--- config.mk ---
export PLATFORM = sky130hd
export DESIGN_NAME = ps2_key_tracker_flat
export DESIGN_NICKNAME = d
export VERILOG_FILES = /design/src/rtl/ps2_key_tracker_if.sv /design/src/rtl/ps2_key_tracker.sv /design/src/flat_wrapper.sv
export SDC_FILE = /design/constraint.sdc
export NUM_CORES = 1
export LEC_CHECK = 0
export ABC_CLOCK_PERIOD_IN_PS = 3900
export CORE_MARGIN = 10
export CORE_UTILIZATION = 40
export CTS_BUF_LIST = sky130_fd_sc_hd__clkbuf_4 sky130_fd_sc_hd__clkbuf_8 sky130_fd_sc_hd__clkbuf_16
export CTS_CLUSTER_DIAMETER = 60
export DETAILED_ROUTE_END_ITERATION = 10
export PLACE_DENSITY = 0.56
export SKIP_LAST_GASP = 1
export SLEW_MARGIN = 20
export SYNTH_ARGS = -nofsm -noshare
export SYNTH_HDL_FRONTEND = slang
export SYNTH_SLANG_ARGS = --single-unit
export TNS_END_PERCENT = 10
--- constraint.sdc ---
create_clock -name clk -period 3.9 [get_ports clk]
set_input_delay 0.975 -clock clk [delete_from_list [all_inputs] [get_ports clk]]
set_output_delay 0.975 -clock clk [all_outputs]
set_load 0.02 [all_outputs]
--- src/rtl/ps2_key_tracker_if.sv ---
// Bundles the raw PS/2 lines and the decoded key outputs of ps2_key_tracker.
// master = the tracker itself; slave = the keyboard/consumer side.
interface ps2_key_tracker_if;
  logic       ps2_clk;
  logic       ps2_data;
  logic       key_up;
  logic       key_down;
  logic       key_left;
  logic       key_right;
  logic       key_shoot;
  logic       key_bomb;
  logic       key_enter;
  logic       enter_pulse;
  logic       bomb_pulse;
  logic [7:0] last_code;
  logic       code_valid;
  logic       frame_err;

  modport master (
    input  ps2_clk, ps2_data,
    output key_up, key_down, key_left, key_right, key_shoot, key_bomb, key_enter,
    output enter_pulse, bomb_pulse, last_code, code_valid, frame_err
  );

  modport slave (
    output ps2_clk, ps2_data,
    input  key_up, key_down, key_left, key_right, key_shoot, key_bomb, key_enter,
    input  enter_pulse, bomb_pulse, last_code, code_valid, frame_err
  );
endinterface

--- src/rtl/ps2_key_tracker.sv ---
// PS/2 receiver + make/break/extended decoder tracking held game keys.
// Byte out one cycle after the stop-bit edge, held keys one cycle later; no backpressure.
module ps2_key_tracker #(
  parameter int FILTER_LEN     = 4,
  parameter int TIMEOUT_CYCLES = 100000
) (
  input  logic              clk,
  input  logic              rst,
  ps2_key_tracker_if.master bus
);

  localparam int FW = (FILTER_LEN > 1) ? $clog2(FILTER_LEN) : 1;
  localparam int TW = $clog2(TIMEOUT_CYCLES + 1);

  typedef enum logic [1:0] {
    S_IDLE,
    S_DATA,
    S_PARITY,
    S_STOP
  } state_t;

  // key vector bit order: up, down, left, right, shoot, bomb, enter
  localparam int K_UP    = 0;
  localparam int K_DOWN  = 1;
  localparam int K_LEFT  = 2;
  localparam int K_RIGHT = 3;
  localparam int K_SHOOT = 4;
  localparam int K_BOMB  = 5;
  localparam int K_ENTER = 6;

  logic          r_clk_s1;
  logic          r_clk_s2;
  logic          r_dat_s1;
  logic          r_dat_s2;
  logic          r_clk_flt;
  logic          r_clk_flt_d;
  logic [FW-1:0] r_flt_cnt;
  logic          w_fe;

  state_t        r_state;
  state_t        w_state_nxt;
  logic [2:0]    r_bit_cnt;
  logic [7:0]    r_shift;
  logic          r_par_ok;
  logic [TW-1:0] r_to_cnt;
  logic          w_timeout;
  logic          w_frame_good;
  logic          w_frame_bad;

  logic [7:0]    r_last_code;
  logic          r_code_valid;
  logic          r_frame_err;

  logic          r_ext;
  logic          r_brk;
  logic [6:0]    r_keys;
  logic          r_enter_pulse;
  logic          r_bomb_pulse;
  logic [6:0]    w_hit;
  logic          w_is_f0;
  logic          w_is_e0;

  // Lines idle high, so the synchronizers and filter reset to 1.
  always_ff @(posedge clk) begin
    if (rst) begin
      r_clk_s1 <= 1'b1;
      r_clk_s2 <= 1'b1;
      r_dat_s1 <= 1'b1;
      r_dat_s2 <= 1'b1;
    end else begin
      r_clk_s1 <= bus.ps2_clk;
      r_clk_s2 <= r_clk_s1;
      r_dat_s1 <= bus.ps2_data;
      r_dat_s2 <= r_dat_s1;
    end
  end

  always_ff @(posedge clk) begin
    if (rst) begin
      r_clk_flt   <= 1'b1;
      r_clk_flt_d <= 1'b1;
      r_flt_cnt   <= '0;
    end else begin
      r_clk_flt_d <= r_clk_flt;
      if (r_clk_s2 == r_clk_flt) begin
        r_flt_cnt <= '0;
      end else if (r_flt_cnt == FW'(FILTER_LEN - 1)) begin
        r_clk_flt <= r_clk_s2;
        r_flt_cnt <= '0;
      end else begin
        r_flt_cnt <= r_flt_cnt + 1'b1;
      end
    end
  end

  assign w_fe = r_clk_flt_d & ~r_clk_flt;

  assign w_timeout = (r_state != S_IDLE) && !w_fe &&
                     (r_to_cnt == TW'(TIMEOUT_CYCLES - 1));

  always_ff @(posedge clk) begin
    if (rst) begin
      r_state <= S_IDLE;
    end else begin
      r_state <= w_state_nxt;
    end
  end

  always_comb begin
    w_state_nxt  = r_state;
    w_frame_good = 1'b0;
    w_frame_bad  = 1'b0;
    if (w_timeout) begin
      w_state_nxt = S_IDLE;
      w_frame_bad = 1'b1;
    end else if (w_fe) begin
      case (r_state)
        S_IDLE: begin
          if (!r_dat_s2) begin
            w_state_nxt = S_DATA;
          end
        end
        S_DATA: begin
          if (r_bit_cnt == 3'd7) begin
            w_state_nxt = S_PARITY;
          end
        end
        S_PARITY: begin
          w_state_nxt = S_STOP;
        end
        S_STOP: begin
          w_state_nxt = S_IDLE;
          if (r_dat_s2 && r_par_ok) begin
            w_frame_good = 1'b1;
          end else begin
            w_frame_bad = 1'b1;
          end
        end
        default: begin
          w_state_nxt = S_IDLE;
        end
      endcase
    end
  end

  always_ff @(posedge clk) begin
    if (rst) begin
      r_bit_cnt    <= '0;
      r_shift      <= '0;
      r_par_ok     <= 1'b0;
      r_to_cnt     <= '0;
      r_last_code  <= '0;
      r_code_valid <= 1'b0;
      r_frame_err  <= 1'b0;
    end else begin
      if (r_state == S_IDLE || w_fe || w_timeout) begin
        r_to_cnt <= '0;
      end else begin
        r_to_cnt <= r_to_cnt + 1'b1;
      end

      if (w_fe && !w_timeout) begin
        case (r_state)
          S_IDLE: begin
            r_bit_cnt <= '0;
          end
          S_DATA: begin
            r_shift   <= {r_dat_s2, r_shift[7:1]};
            r_bit_cnt <= r_bit_cnt + 3'd1;
          end
          S_PARITY: begin
            r_par_ok <= ^{r_shift, r_dat_s2};
          end
          default: begin
          end
        endcase
      end

      r_code_valid <= w_frame_good;
      r_frame_err  <= w_frame_bad;
      if (w_frame_good) begin
        r_last_code <= r_shift;
      end
    end
  end

  assign w_is_f0 = (r_last_code == 8'hF0);
  assign w_is_e0 = (r_last_code == 8'hE0);

  // Unprefixed arrow codes (keypad) fall through to no hit.
  always_comb begin
    w_hit = '0;
    if (r_ext) begin
      case (r_last_code)
        8'h75:   w_hit[K_UP]    = 1'b1;
        8'h72:   w_hit[K_DOWN]  = 1'b1;
        8'h6B:   w_hit[K_LEFT]  = 1'b1;
        8'h74:   w_hit[K_RIGHT] = 1'b1;
        default: w_hit = '0;
      endcase
    end else begin
      case (r_last_code)
        8'h1D:   w_hit[K_UP]    = 1'b1;
        8'h1B:   w_hit[K_DOWN]  = 1'b1;
        8'h1C:   w_hit[K_LEFT]  = 1'b1;
        8'h23:   w_hit[K_RIGHT] = 1'b1;
        8'h1A:   w_hit[K_SHOOT] = 1'b1;
        8'h22:   w_hit[K_BOMB]  = 1'b1;
        8'h5A:   w_hit[K_ENTER] = 1'b1;
        default: w_hit = '0;
      endcase
    end
  end

  always_ff @(posedge clk) begin
    if (rst) begin
      r_ext         <= 1'b0;
      r_brk         <= 1'b0;
      r_keys        <= '0;
      r_enter_pulse <= 1'b0;
      r_bomb_pulse  <= 1'b0;
    end else begin
      r_enter_pulse <= 1'b0;
      r_bomb_pulse  <= 1'b0;
      if (r_code_valid) begin
        if (w_is_f0) begin
          r_brk <= 1'b1;
        end else if (w_is_e0) begin
          r_ext <= 1'b1;
        end else begin
          r_brk <= 1'b0;
          r_ext <= 1'b0;
          if (r_brk) begin
            r_keys <= r_keys & ~w_hit;
          end else begin
            r_keys        <= r_keys | w_hit;
            r_enter_pulse <= w_hit[K_ENTER] & ~r_keys[K_ENTER];
            r_bomb_pulse  <= w_hit[K_BOMB] & ~r_keys[K_BOMB];
          end
        end
      end
    end
  end

  assign bus.key_up      = r_keys[K_UP];
  assign bus.key_down    = r_keys[K_DOWN];
  assign bus.key_left    = r_keys[K_LEFT];
  assign bus.key_right   = r_keys[K_RIGHT];
  assign bus.key_shoot   = r_keys[K_SHOOT];
  assign bus.key_bomb    = r_keys[K_BOMB];
  assign bus.key_enter   = r_keys[K_ENTER];
  assign bus.enter_pulse = r_enter_pulse;
  assign bus.bomb_pulse  = r_bomb_pulse;
  assign bus.last_code   = r_last_code;
  assign bus.code_valid  = r_code_valid;
  assign bus.frame_err   = r_frame_err;

endmodule

--- src/flat_wrapper.sv ---
// flat-port wrapper written by rule: the top's interface ports become plain ports
module ps2_key_tracker_flat 
#(
  parameter int FILTER_LEN     = 4,
  parameter int TIMEOUT_CYCLES = 100000
)
  (clk, rst, bus_ps2_clk, bus_ps2_data, bus_key_up, bus_key_down, bus_key_left, bus_key_right, bus_key_shoot, bus_key_bomb, bus_key_enter, bus_enter_pulse, bus_bomb_pulse, bus_last_code, bus_code_valid, bus_frame_err);
  ps2_key_tracker_if bus_i ();
  input  logic clk;
  input  logic rst;
  input wire logic [$bits(bus_i.ps2_clk)-1:0] bus_ps2_clk;
  input wire logic [$bits(bus_i.ps2_data)-1:0] bus_ps2_data;
  output wire logic [$bits(bus_i.key_up)-1:0] bus_key_up;
  output wire logic [$bits(bus_i.key_down)-1:0] bus_key_down;
  output wire logic [$bits(bus_i.key_left)-1:0] bus_key_left;
  output wire logic [$bits(bus_i.key_right)-1:0] bus_key_right;
  output wire logic [$bits(bus_i.key_shoot)-1:0] bus_key_shoot;
  output wire logic [$bits(bus_i.key_bomb)-1:0] bus_key_bomb;
  output wire logic [$bits(bus_i.key_enter)-1:0] bus_key_enter;
  output wire logic [$bits(bus_i.enter_pulse)-1:0] bus_enter_pulse;
  output wire logic [$bits(bus_i.bomb_pulse)-1:0] bus_bomb_pulse;
  output wire logic [$bits(bus_i.last_code)-1:0] bus_last_code;
  output wire logic [$bits(bus_i.code_valid)-1:0] bus_code_valid;
  output wire logic [$bits(bus_i.frame_err)-1:0] bus_frame_err;
  assign bus_i.ps2_clk = bus_ps2_clk;
  assign bus_i.ps2_data = bus_ps2_data;
  assign bus_key_up = bus_i.key_up;
  assign bus_key_down = bus_i.key_down;
  assign bus_key_left = bus_i.key_left;
  assign bus_key_right = bus_i.key_right;
  assign bus_key_shoot = bus_i.key_shoot;
  assign bus_key_bomb = bus_i.key_bomb;
  assign bus_key_enter = bus_i.key_enter;
  assign bus_enter_pulse = bus_i.enter_pulse;
  assign bus_bomb_pulse = bus_i.bomb_pulse;
  assign bus_last_code = bus_i.last_code;
  assign bus_code_valid = bus_i.code_valid;
  assign bus_frame_err = bus_i.frame_err;
  ps2_key_tracker #(.FILTER_LEN(FILTER_LEN), .TIMEOUT_CYCLES(TIMEOUT_CYCLES)) u_core (.clk(clk), .rst(rst), .bus(bus_i));
endmodule
==> metrics <==
critical path endpoint category=primary output; Psw=0.254 mW; Ys Warns=0; area leader, netlist=dfxtp_1; number of synthesized flops with an enable pin=0; Syn Std Cell Area=2680 µm²; Max Clk Rate=388 MHz; post-CTS setup buffers=0; Tmin final=2.58 ns; cts repair resizes=0; Post-synth ARST share=0%; Initial Util=41.7%; switch share=21.4%; Max-Cap Viols=0; status=complete, no violations; Detailed Routing Iterations Pass 1=4; cell count after synthesis=288; Slew Limit Fails=0; Synth area leaders=dfxtp_1 (45%), nor2_1 (5.6%), mux2i_1 (4.1%); Mean Syn Cell Area=9.29 µm²; hold path depth=1; worst stage delay on the critical path=0.69 ns; top_reg_cell synth=dfxtp_1; Final #Nets=323; sequential cell fraction of total power=51.9%; total power per unit cell area=378 nW/µm²; min-delay worst type=reg -> reg; Crit Path Max Fanout=12; Setup Skew=0.0114 ns; Core Region=6420 µm²; DRT iter0 DRCs=77; Clock Pin Slew Worst Setup and Hold Paths=0.07 ns; worst-skew pair later-pin latency=0.34 ns; full die area=10,400 µm²; Buffers & Inverters on Critical Path=1; Avg Vias per Cell=5.16; die height=102 µm; Clock power frac=46.7%; worst setup path class=reg -> out; H-tree Lvls=3; hold_sp=u_core.r_clk_s1$_SDFF_PP1_; GRT Total Usage=10.8%; count of buffers from port buffering=22; most frequent cell after synthesis=dfxtp_1; CTS Buf Count=9; Rel. slew slack=63.8%; FP Rows=29; Critical Path, Cell by Cell=clkdlybuf4s50_1; internal power=0.933 mW; Netlist cell types=51; WL/cell=13.5 µm; Worst Hold Endpoint=u_core.r_clk_s2$_SDFF_PP1_; first-pass GRT wire length=8990 µm; fin crit share=66.1%; area grow syn2layout=17.3%; vias=2,027; Reg2Reg Setup Slack=1.98 ns; Final Hold Vio Count=0; RSZ-0062 raised after global routing=no; Design Power=1.19 mW; ant diodes=0; largest net degree at the start of global routing=41; detailed placement HPWL=3730 µm; CP required=2.92 ns; RR Endpoint=u_core.r_to_cnt[9]$_SDFF_PP0_; Reg-to-Reg Start=u_core.r_to_cnt[0]$_SDFF_PP0_; Overflow after GRT=0; Seq cells post-synth=60; final number of setup-violating endpoints=0; gpl congestion=0.731; ANT nets after route=0; CTS Hold Buffers Added=0; die width=102 µm; number of global-route vias before repair=1,875; layout cells sized above 1=9.81%; Comb pwr share=1.4%; I/O Pins=23; final setup TNS=0 ns; part of the Yosys area used for sequential elements=44.9%; drt total wl=5300 µm; Synth top area share=44.9%; most common library cells after synthesis=dfxtp_1 (60), nor2_1 (40), nand2_1 (27), a21oi_1 (16), xnor2_1 (12); Worst path slowest cell=clkdlybuf4s50_1; Root Driver=clkbuf_8; Mapped Nets=300; Sink Count=60; Remaining DRCs=0; Slew @ Worst Pin=0.539 ns; CTS max path bufs=2; VDD IR-drop max=0.168 mV; crit path launch type=flip-flop; CP Data Arrival Time=1.60 ns; Pleak=1.07 nW; initial antenna violation count=0; Reg2Reg Depth=5; CTS tree=built; CP delay by family, top=buffers and inverters
-- cell usage in the layout, fill, tap and decap left out, types with 2 or more instances in the layout --
cell type	n
or3_1	3
inv_1	6
mux2i_1	11
or4bb_1	2
nand3_1	9
nand4b_1	2
a22oi_1	2
a211oi_1	3
a31oi_1	2
a311oi_1	2
clkinv_2	2
clkdlybuf4s50_1	22
and3_1	3
xnor2_1	12
o21ai_0	3
nor2b_1	5
nand2_1	27
nor4_1	4
nor2_1	40
ha_1	8
nand2b_1	3
a41o_1	2
and4_1	4
nand3b_1	5
clkbuf_8	10
a21oi_1	16
nor4b_1	2
and2_1	2
xor2_1	7
dfxtp_1	60
clkinvlp_4	2
nand4_1	6
nor3_1	2
or2_2	7
-- cells by family after synthesis --
kind of cell | synth area share [%]
adder cells (fa/ha/maj) | 3.74
AO/OA/AOI/OAI | 10.7
buffers and inverters | 3.13
multiplexers | 4.11
AND/OR/NAND/NOR | 26.4
XOR/XNOR | 7.06
flip-flops | 44.9
-- layer usage --
layer | GRT usage (%) | share of wire (%) | up-vias
met5 | 0 | 0 | -
met4 | 6.27 | 1.8 | 0
met3 | 3.00 | 5.0 | 9
met2 | 16.2 | 43 | 31
met1 | 13.6 | 50 | 922
li1 | - | - | 1065
-- stage by stage --
step	worst slack, ns	area, µm²	instances	hold slack (ns)	util [%]
after floorplan	1.97	2680	288	0.389	-
after global placement	1.57	2940	377	0.391	45.8
after detailed placement	1.57	2940	377	0.392	45.8
after CTS	1.33	3140	393	0.409	48.9
after global routing	1.24	3140	393	0.420	48.9
final	1.32	3140	393	0.408	48.9
-- worst max-delay path by stage --
stage / slack (ns) / cells after the start / end / start
after global routing: 1.24 / 1 / bus_last_code[6] / u_core.bus.last_code[6]$_SDFFE_PP0P_
final: 1.32 / 1 / bus_last_code[6] / u_core.bus.last_code[6]$_SDFFE_PP0P_
after floorplan: 1.97 / 5 / u_core.r_to_cnt[13]$_SDFF_PP0_ / rst
after global placement: 1.57 / 4 / u_core.r_to_cnt[15]$_SDFF_PP0_ / rst
after detailed placement: 1.57 / 4 / u_core.r_to_cnt[15]$_SDFF_PP0_ / rst
after CTS: 1.33 / 1 / bus_last_code[6] / u_core.bus.last_code[6]$_SDFFE_PP0P_
-- power groups by stage --
stage	Clock [mW]	Sequential [mW]	Combinational, mW
after floorplan	0	0.630	0.0109
after global placement	0	0.630	0.0167
after detailed placement	0	0.630	0.0168
after CTS	0.577	0.616	0.0168
after global routing	0.601	0.616	0.0185
final	0.555	0.616	0.0163
-- cell type report --
| cell class | instances | area (µm²) |
|---|---|---|
| tap | 77 | 96.3 |
| sequential | 60 | 1200 |
| multi-input combinational | 211 | 1390 |
| inverter | 6 | 22.5 |
| clock buffer | 10 | 138 |
| clock inverter | 6 | 63.8 |
| timing repair buffer | 23 | 228 |
| fill | 623 | 3280 |
Note: power is estimated with default switching activity, not from simulation.
